### src/rtl/conv_test_vector_gen.sv
// Stimulus source for the conv datapath. It presents vectors from a writable memory or from
// a Galois LFSR over a valid/ready handshake. It also drives a register bank of kernel lanes.
module conv_test_vector_gen #(
  parameter int unsigned DATA_W = 64,
  parameter int unsigned DEPTH  = 8,
  parameter int unsigned LANES  = 4,
  parameter int unsigned LEN_W  = 8,
  parameter logic [63:0] SEED   = 64'h1,
  parameter logic [63:0] POLY   = 64'hD800000000000000,
  localparam int unsigned AW    = (DEPTH > 1) ? $clog2(DEPTH) : 1,
  localparam int unsigned LW    = (LANES > 1) ? $clog2(LANES) : 1
) (
  input  logic                    clk,
  input  logic                    rst,
  input  logic                    start,
  input  logic [1:0]              mode,
  input  logic [LEN_W-1:0]        burst_len,
  input  logic                    wr_en,
  input  logic [AW-1:0]           wr_addr,
  input  logic [DATA_W-1:0]       wr_data,
  input  logic                    kwr_en,
  input  logic [LW-1:0]           kwr_lane,
  input  logic [DATA_W-1:0]       kwr_data,
  output logic                    valid,
  input  logic                    ready,
  output logic [DATA_W-1:0]       in_data,
  output logic [LANES*DATA_W-1:0] kernel,
  output logic                    busy,
  output logic                    done,
  output logic [AW-1:0]           index,
  output logic [15:0]             beats
);

  localparam logic [DATA_W-1:0] SeedW   = DATA_W'(SEED);
  localparam logic [DATA_W-1:0] PolyW   = DATA_W'(POLY);
  localparam logic [AW-1:0]     LastIdx = AW'(DEPTH - 1);

  typedef enum logic [0:0] {StIdle, StSend} state_e;

  state_e            state_q, state_d;
  logic              src_q, src_d;
  logic [LEN_W-1:0]  rem_q, rem_d;
  logic              done_q, done_d;
  logic [AW-1:0]     index_q, index_d;
  logic [DATA_W-1:0] lfsr_q, lfsr_d;
  logic [15:0]       beats_q, beats_d;

  logic [DATA_W-1:0] mem_q [DEPTH];
  logic [DATA_W-1:0] kernel_q [LANES];

  logic idle;

  assign idle = (state_q == StIdle);

  // Next-state: sequence control and source advance on each accepted beat
  always_comb begin
    state_d = state_q;
    src_d   = src_q;
    rem_d   = rem_q;
    done_d  = 1'b0;
    index_d = index_q;
    lfsr_d  = lfsr_q;
    beats_d = beats_q;
    unique case (state_q)
      StIdle: begin
        if (start) begin
          src_d = mode[0];
          rem_d = mode[1] ? burst_len : LEN_W'(1);
          // A zero-length burst completes immediately without issuing a beat
          if (rem_d != '0) state_d = StSend;
          else             done_d  = 1'b1;
        end
      end
      StSend: begin
        if (ready) begin
          beats_d = beats_q + 16'd1;
          rem_d   = rem_q - LEN_W'(1);
          if (src_q) begin
            lfsr_d = lfsr_q[0] ? ((lfsr_q >> 1) ^ PolyW) : (lfsr_q >> 1);
          end else begin
            index_d = (index_q == LastIdx) ? '0 : index_q + AW'(1);
          end
          if (rem_q == LEN_W'(1)) begin
            state_d = StIdle;
            done_d  = 1'b1;
          end
        end
      end
      default: state_d = StIdle;
    endcase
  end

  // Control and source state registers
  always_ff @(posedge clk or posedge rst) begin
    if (rst) begin
      state_q <= StIdle;
      src_q   <= 1'b0;
      rem_q   <= '0;
      done_q  <= 1'b0;
      index_q <= '0;
      lfsr_q  <= SeedW;
      beats_q <= '0;
    end else begin
      state_q <= state_d;
      src_q   <= src_d;
      rem_q   <= rem_d;
      done_q  <= done_d;
      index_q <= index_d;
      lfsr_q  <= lfsr_d;
      beats_q <= beats_d;
    end
  end

  // Vector memory: no reset, writable only while idle
  always_ff @(posedge clk) begin
    if (idle && wr_en && (32'(wr_addr) < DEPTH)) begin
      mem_q[wr_addr] <= wr_data;
    end
  end

  // Kernel lanes: writable only while idle, out-of-range lanes dropped
  always_ff @(posedge clk or posedge rst) begin
    if (rst) begin
      kernel_q <= '{default: '0};
    end else if (idle && kwr_en && (32'(kwr_lane) < LANES)) begin
      kernel_q[kwr_lane] <= kwr_data;
    end
  end

  for (genvar i = 0; i < LANES; i++) begin : g_kernel
    assign kernel[i*DATA_W +: DATA_W] = kernel_q[i];
  end

  assign valid   = (state_q == StSend);
  assign busy    = valid;
  assign done    = done_q;
  assign index   = index_q;
  assign beats   = beats_q;
  // Source state only moves on accept, so the presented vector is stable under backpressure
  assign in_data = src_q ? lfsr_q : mem_q[index_q];

endmodule
### config.mk
export PLATFORM = sky130hd
export DESIGN_NAME = conv_test_vector_gen
export DESIGN_NICKNAME = d
export VERILOG_FILES = /design/src/rtl/conv_test_vector_gen.sv
export SDC_FILE = /design/constraint.sdc
export NUM_CORES = 1
export LEC_CHECK = 0
export ABC_AREA = 0
export CORE_MARGIN = 2
export CORE_UTILIZATION = 51
export CTS_BUF_LIST = sky130_fd_sc_hd__clkbuf_8
export DETAILED_ROUTE_END_ITERATION = 12
export PLACE_DENSITY = 0.79
export SETUP_SLACK_MARGIN = 0.2
export SLEW_MARGIN = 5
export SYNTH_ARGS = -nofsm -noshare
export SYNTH_HDL_FRONTEND = slang
export SYNTH_SLANG_ARGS = --single-unit
### constraint.sdc
create_clock -name clk -period 11.8 [get_ports clk]
set_input_delay 1.77 -clock clk [delete_from_list [all_inputs] [get_ports clk]]
set_output_delay 1.77 -clock clk [all_outputs]
set_load 0.02 [all_outputs]
==> metrics.txt, run 1 <==
Synth top area share=45.5%; Comb pwr share=35.9%; Clock Pin Slew Worst Setup and Hold Paths=0.06 ns; critical path endpoint=in_data[24]; area grow syn2layout=24.8%; ANT nets after route=0; Die X=261 µm; R2R Setup Slk=8.62 ns; top-count cell post-synth=edfxtp_1; LEAKAGE=16.5 nW; critical path type=reg -> out; initial core utilization=51.5%; clock share of power=25.3%; clk root buf=clkbuf_8; RSZ-0062 raised after global routing=false; Resized cells post-CTS=0; layout cells sized above 1=26.6%; PwrDens=232 mW/mm²; Relative slew margins=20.6%; Tcrit/Tclk final=49.4%; outcome=finished clean; Post-CTS Hold Fix Bufs=0; Slew Limit Fails=0; Post-Syn Instances=1949; actual slew at the worst max-slew pin=1.19 ns; fin area=0.0421 mm²; Final Skew=0.0255 ns; setup violators final=0; Arrival @ worst endpoint=4.06 ns; worst setup path startpoint=index[0]$_DFFE_PP0P_; P_sw=0.00328 W; Ys Warns=0; area leader, netlist=edfxtp_1; core area=0.0656 mm²; sequential share of the synthesized area=71.5%; CTS buffer count=140; Fin. Hold Viols=0; Rows=94; wire per inst=24.0 µm; Post-synth EDFFs=512; CTS tree=done; final WL=83500 µm; clk sink count=862; drt drc=0; commonest cells in the netlist=edfxtp_1, mux2_2, dfrtp_1, mux2i_1, nand2_1; Setup Fix Bufs, Post-CTS=0; ys async rst share=40.6%; worst skew pair latency=0.79 ns; setup tns final=0 ns; placer congestion estimate=0.805; initial antenna violation count=15; Initial DRC Count=1447; Flop pwr share=38.8%; CP cell instances=buf_12 -> mux2i_1 -> a22oi_1 -> o221ai_1 -> o21ai_0 -> clkdlybuf4s50_1; footprint of the multi-input gates=0.00901 mm²; Sequential Area=0.0241 mm²; Crit path required time=10.03 ns; Tot GR Track Use=24.3%; first-pass GRT wire length=124000 µm; HP Class=reg -> reg; grt total ovfl=0; DP HPWL=51700 µm; Cell Area, Placed=0.0394 mm²; Critical R2R Capture=lfsr_q[47]$_DFFE_PP0P_; Worst VDD drop=0.237 mV; vias per inst=5.57; Port Buf Inserts=490; die height=261 µm; Avg Inst Size Synth=17.3 µm²; largest net degree at the start of global routing=165; Reg2Reg Launch Point=src_q$_DFFE_PP0P_; largest cells by area after synthesis=edfxtp_1, dfrtp_1, mux2_2; CP startpoint kind=register; Setup crit end kind=primary output; Final min period=5.83 ns; Crit-path slowest cell=clkdlybuf4s50_1; fill count=4541; H-tree Lvls=4; worst hold path depth=1; post-synth cell types=48; io pins=491; worst-case clock buffer depth=3; switch share=33.6%; synthesized flop and latch total=862; vias in the first global route=20500; Synth Cell Area=0.0338 mm²; ys flop type=edfxtp_1; CP max stage delay=0.70 ns; nets=2652; final setup margin=5.97 ns; Placement Setup Slack=6.76 ns; router iterations before antenna repair=5; cell-internal power=0.00650 W; R2R depth=3; Syn Nets=2103; die area=0.0683 mm²; crit path max fanout=161; max-cap violations=0; Max Freq=0.172 GHz; via count of the routed design=19400
==> how the worst min path moves through the flow <==
stage,endpoint,slack [ns],startpoint
3_3_place_gp,beats[15]$_DFFE_PP0P_,0.46,beats[15]$_DFFE_PP0P_
6_report,beats[15]$_DFFE_PP0P_,0.49,beats[15]$_DFFE_PP0P_
3_5_place_dp,beats[15]$_DFFE_PP0P_,0.46,beats[15]$_DFFE_PP0P_
5_1_grt,kernel[105]$_DFFE_PP0P_,0.52,kernel[105]$_DFFE_PP0P_
2_1_floorplan,rem_q[7]$_DFFE_PP0P_,0.46,rem_q[7]$_DFFE_PP0P_
4_1_cts,beats[15]$_DFFE_PP0P_,0.50,beats[15]$_DFFE_PP0P_
==> kinds of logic (layout without fill, tap and decap cells) <==
kind of cell | count (synthesis) | count (layout) | synth area share [%]
multiplexers | 577 | 577 | 19.0
flip-flops | 862 | 862 | 71.5
other | 0 | 11 | 0
XOR/XNOR | 23 | 23 | 0.597
adder cells (fa/ha/maj) | 5 | 5 | 0.185
AND/OR/NAND/NOR | 151 | 151 | 2.10
buffers and inverters | 114 | 771 | 2.15
AO/OA/AOI/OAI | 217 | 217 | 4.47
==> area by class of cell <==
| class | count | area share [%] |
|---|---|---|
| Sequential cell | 862 | 57.3 |
| Multi-Input combinational cell | 973 | 21.4 |
| Timing Repair Buffer | 518 | 12.2 |
| Clock buffer | 166 | 5.42 |
| Tap cell | 864 | 2.56 |
| Clock inverter | 84 | 1.04 |
| Antenna cell | 11 | 0.0653 |
| Inverter | 3 | 0.0445 |
==> worst max-delay path: cells and delay by family, from the launching register on <==
family,cells,cell delay (ns)
DFF,1,0.69
buffers and inverters,2,1.32
muxes,1,0.20
AOI/OAI and AO/OA,3,0.73
==> power groups by stage <==
| stage | Sequential, W | Clock, W | Combinational (W) |
|---|---|---|---|
| after floorplan | 0.00417 | 0 | 0.00166 |
| after global placement | 0.00382 | 0 | 0.00347 |
| after detailed placement | 0.00385 | 0 | 0.00352 |
| after CTS | 0.00380 | 0.00254 | 0.00354 |
| after global routing | 0.00384 | 0.00267 | 0.00371 |
| final | 0.00379 | 0.00247 | 0.00351 |
==> placed cells by master (no fill, tap or decap), types with 8 or more instances in the layout <==
cell	instances
a21oi_1	9
a221o_1	17
a22oi_1	47
buf_4	26
clkbuf_8	166
clkdlybuf4s50_1	490
clkinv_1	8
clkinv_2	13
dfrtp_1	347
diode_2	11
edfxtp_1	512
inv_1	51
mux2_2	425
mux2_4	24
mux2i_1	128
nand2_1	88
nand3_1	8
o21ai_0	55
o21ai_1	16
o221ai_1	47
o22ai_1	17
xnor2_1	16
==> registers in the layout, summed over array words and instances, names as in the netlist <==
name    flops
beats      16
busy        1
done        1
index       3
kernel    256
lfsr_q     64
mem_q     512
rem_q       8
src_q       1
==> metrics by stage <==
step	hold WS (ns)	std cells	utilization [%]	total power (W)
floorplan	0.464	1949	-	0.00583
global placement	0.464	3220	60.0	0.00730
detailed placement	0.463	3220	60.0	0.00737
CTS	0.501	3470	64.2	0.00987
global route	0.516	3477	64.2	0.0102
finish	0.494	3481	64.2	0.00978
==> metal layers <==
layer,up-vias,global-route usage (%),part of all wire [%]
met5,-,0,0.046
met1,9908,28.3,37
met2,715,42.3,52
met4,6,8.48,2.2
met3,143,7.69,8.3
li1,8610,-,-
No activity file was read; power rests on OpenSTA's default activity.
==> run 2, diff against run 1 <==
==> constraint.sdc (replaced) <==
create_clock -name clk -period 5.04 [get_ports clk]
set_input_delay 0.756 -clock clk [delete_from_list [all_inputs] [get_ports clk]]
set_output_delay 0.756 -clock clk [all_outputs]
set_load 0.02 [all_outputs]
==> run 2 against run 1 <==
  * Critical path depth unchanged
  * Via count grew 1.1%
  * Hold slack got worse by 0.0032 ns
  * Critical path type unchanged
==> metrics.txt, run 2 (same netlist as run 1, synthesis figures left out) <==
outcome=finished clean (unchanged); worst setup path startpoint=index[0]$_DFFE_PP0P_ (unchanged); PwrDens=540 mW/mm² (was 232 mW/mm²); Clock Pin Slew Worst Setup and Hold Paths=0.06 ns (about the same); commonest non-fill, non-tap cells in the layout=edfxtp_1, clkdlybuf4s50_1, mux2_2, dfrtp_1, clkbuf_8 (unchanged); max-cap violations=0 (unchanged); Critical R2R Capture=lfsr_q[50]$_DFFE_PP0P_ (was lfsr_q[47]$_DFFE_PP0P_); Slew Limit Fails=0 (unchanged); CP startpoint kind=register (unchanged); Reg2Reg Launch Point=src_q$_DFFE_PP0P_ (unchanged); H-tree Lvls=4 (unchanged); die height=261 µm (unchanged); LEAKAGE=16.6 nW (was 16.5 nW); Resized cells post-CTS=0 (unchanged); fill count=4515 (was 4541); Comb pwr share=36.3% (was 35.9%); Relative slew margins=21.7% (was 20.6%); placer congestion estimate=0.833 (was 0.805); R2R Setup Slk=2.15 ns (was 8.62 ns); layout cells sized above 1=26.4% (was 26.6%); critical path type=reg -> out (unchanged); worst skew pair latency=0.77 ns (was 0.79 ns); worst-case clock buffer depth=3 (unchanged); Initial DRC Count=1556 (was 1447); Top reg by flops=mem_q (unchanged); core area=0.0656 mm² (unchanged); Flop pwr share=39.2% (was 38.8%); Rows=94 (unchanged); grt total ovfl=0 (unchanged); post-route insts no fill=3499 (was 3481); Pwr Total=0.0229 W (was 0.00978 W); vias per inst=5.60 (was 5.57); first-pass GRT wire length=123000 µm (was 124000 µm); switch share=33.7% (was 33.6%); CTS buffer count=138 (was 140); R2R depth=3 (unchanged); router iterations before antenna repair=5 (unchanged); setup violators final=0 (unchanged); clk root buf=clkbuf_8 (unchanged); RSZ-0062 raised after global routing=false (unchanged); Tcrit/Tclk final=87.1%; CTS tree=done (unchanged); HP Class=in -> async (was reg -> reg); nets=2663 (was 2652); io pins=491 (unchanged); initial antenna violation count=27 (was 15); largest net degree at the start of global routing=113 (was 165); vias in the first global route=20100 (was 20500); Setup Fix Bufs, Post-CTS=0 (unchanged); critical path endpoint=in_data[24] (unchanged); clock share of power=24.5% (was 25.3%); die area=0.0683 mm² (unchanged); Final Skew=0.0289 ns (was 0.0255 ns); wire per inst=24.2 µm (was 24.0 µm); Tot GR Track Use=24.4% (was 24.3%); Hold WS=0.491 ns (was 0.494 ns); Post-CTS Hold Fix Bufs=0 (unchanged); cell-internal power=0.0152 W (was 0.00650 W); Setup crit end kind=primary output (unchanged); clk sink count=862 (unchanged); Crit path required time=4.28 ns (was 10.03 ns); via count of the routed design=19600 (was 19400); drt drc=0 (unchanged); DP HPWL=54600 µm (was 51700 µm); ANT nets after route=0 (unchanged); area grow syn2layout=25.5% (was 24.8%); Arrival @ worst endpoint=3.63 ns (was 4.06 ns); crit path max fanout=46 (was 161); P_sw=0.00772 W (was 0.00328 W); Worst VDD drop=0.458 mV (was 0.237 mV); Final min period=4.39 ns; Port Buf Inserts=490 (unchanged); placed insts=3233 (was 3220); Fin. Hold Viols=0 (unchanged); most common cell after layout, fill and taps aside=edfxtp_1 (unchanged); actual slew at the worst max-slew pin=1.18 ns (was 1.19 ns); Die X=261 µm (unchanged); initial core utilization=51.5% (unchanged); max reg flops=512 (unchanged); Max Freq=0.228 GHz; final WL=84600 µm (was 83500 µm)
-- run 2: changes by cell type in the layout (fill, tap and decap cells not counted), moves of 3 or more --
| cell | previous run | this run |
|---|---|---|
| buf_12 | 2 | 18 |
| clkbuf_8 | 166 | 157 |
| clkinv_1 | 8 | 17 |
| inv_1 | 51 | 58 |
| clkinv_2 | 13 | 8 |
| inv_8 | 5 | 1 |
| buf_4 | 26 | 23 |
| diode_2 | 11 | 14 |
-- run 2: how the worst min path moves through the flow --
stage | endpoint | slack [ns] | cells after the start | from
after floorplan | rem_q[7]$_DFFE_PP0P_ | 0.46 | 1 | rem_q[7]$_DFFE_PP0P_
after global placement | beats[15]$_DFFE_PP0P_ | 0.47 | 1 | beats[15]$_DFFE_PP0P_
after detailed placement | beats[15]$_DFFE_PP0P_ | 0.48 | 1 | beats[15]$_DFFE_PP0P_
after CTS | kernel[29]$_DFFE_PP0P_ | 0.44 | 2 | rst
after global routing | kernel[147]$_DFFE_PP0P_ | 0.50 | 2 | rst
final | kernel[29]$_DFFE_PP0P_ | 0.49 | 2 | rst
-- run 2: worst max-delay path, stage by stage (launching register included) --
cell,delay [ns]
dfrtp_4,0.95
buf_4,0.38
mux2i_1,0.10
a22oi_1,0.20
o221ai_1,0.15
o21ai_0,0.37
clkdlybuf4s50_1,0.69
-- run 2: routing by layer --
| layer | routed length [µm] | track usage, % |
|---|---|---|
| met5 | 100 | 0 |
| met4 | 2990 | 11.3 |
| met3 | 6310 | 7.10 |
| met2 | 43600 | 41.7 |
| met1 | 31600 | 28.5 |
-- run 2: power by group through the flow --
stage                     clock [W]  sequential [W]  combinational [W]
after CTS                   0.00574         0.00896            0.00837
after detailed placement          0         0.00910            0.00833
after global routing        0.00607         0.00907            0.00877
after floorplan                   0         0.00977            0.00388
final                       0.00562         0.00897            0.00832
after global placement            0         0.00903            0.00821
-- run 2: area by class of cell --
type | instances | area (µm²) | area share (%)
Sequential cell | 862 | 24100 | 57.0
Multi-Input combinational cell | 973 | 9040 | 21.3
Timing Repair Buffer | 531 | 5440 | 12.8
Clock buffer | 157 | 2160 | 5.10
Tap cell | 864 | 1080 | 2.55
Clock inverter | 95 | 470 | 1.11
Antenna cell | 14 | 35.0 | 0.0827
Inverter | 3 | 15.0 | 0.0354
-- run 2: per-stage QoR --
step / utilization (%) / area [µm²] / worst slack (ns) / setup TNS (ns)
after floorplan: - / 33800 / -0.872 / -252.87
after global placement: 60.5 / 39700 / 1.50 / 0
after detailed placement: 60.5 / 39700 / 1.46 / 0
after CTS: 64.5 / 42300 / 0.578 / 0
after global routing: 64.6 / 42400 / 0.392 / 0
final: 64.6 / 42400 / 0.651 / 0
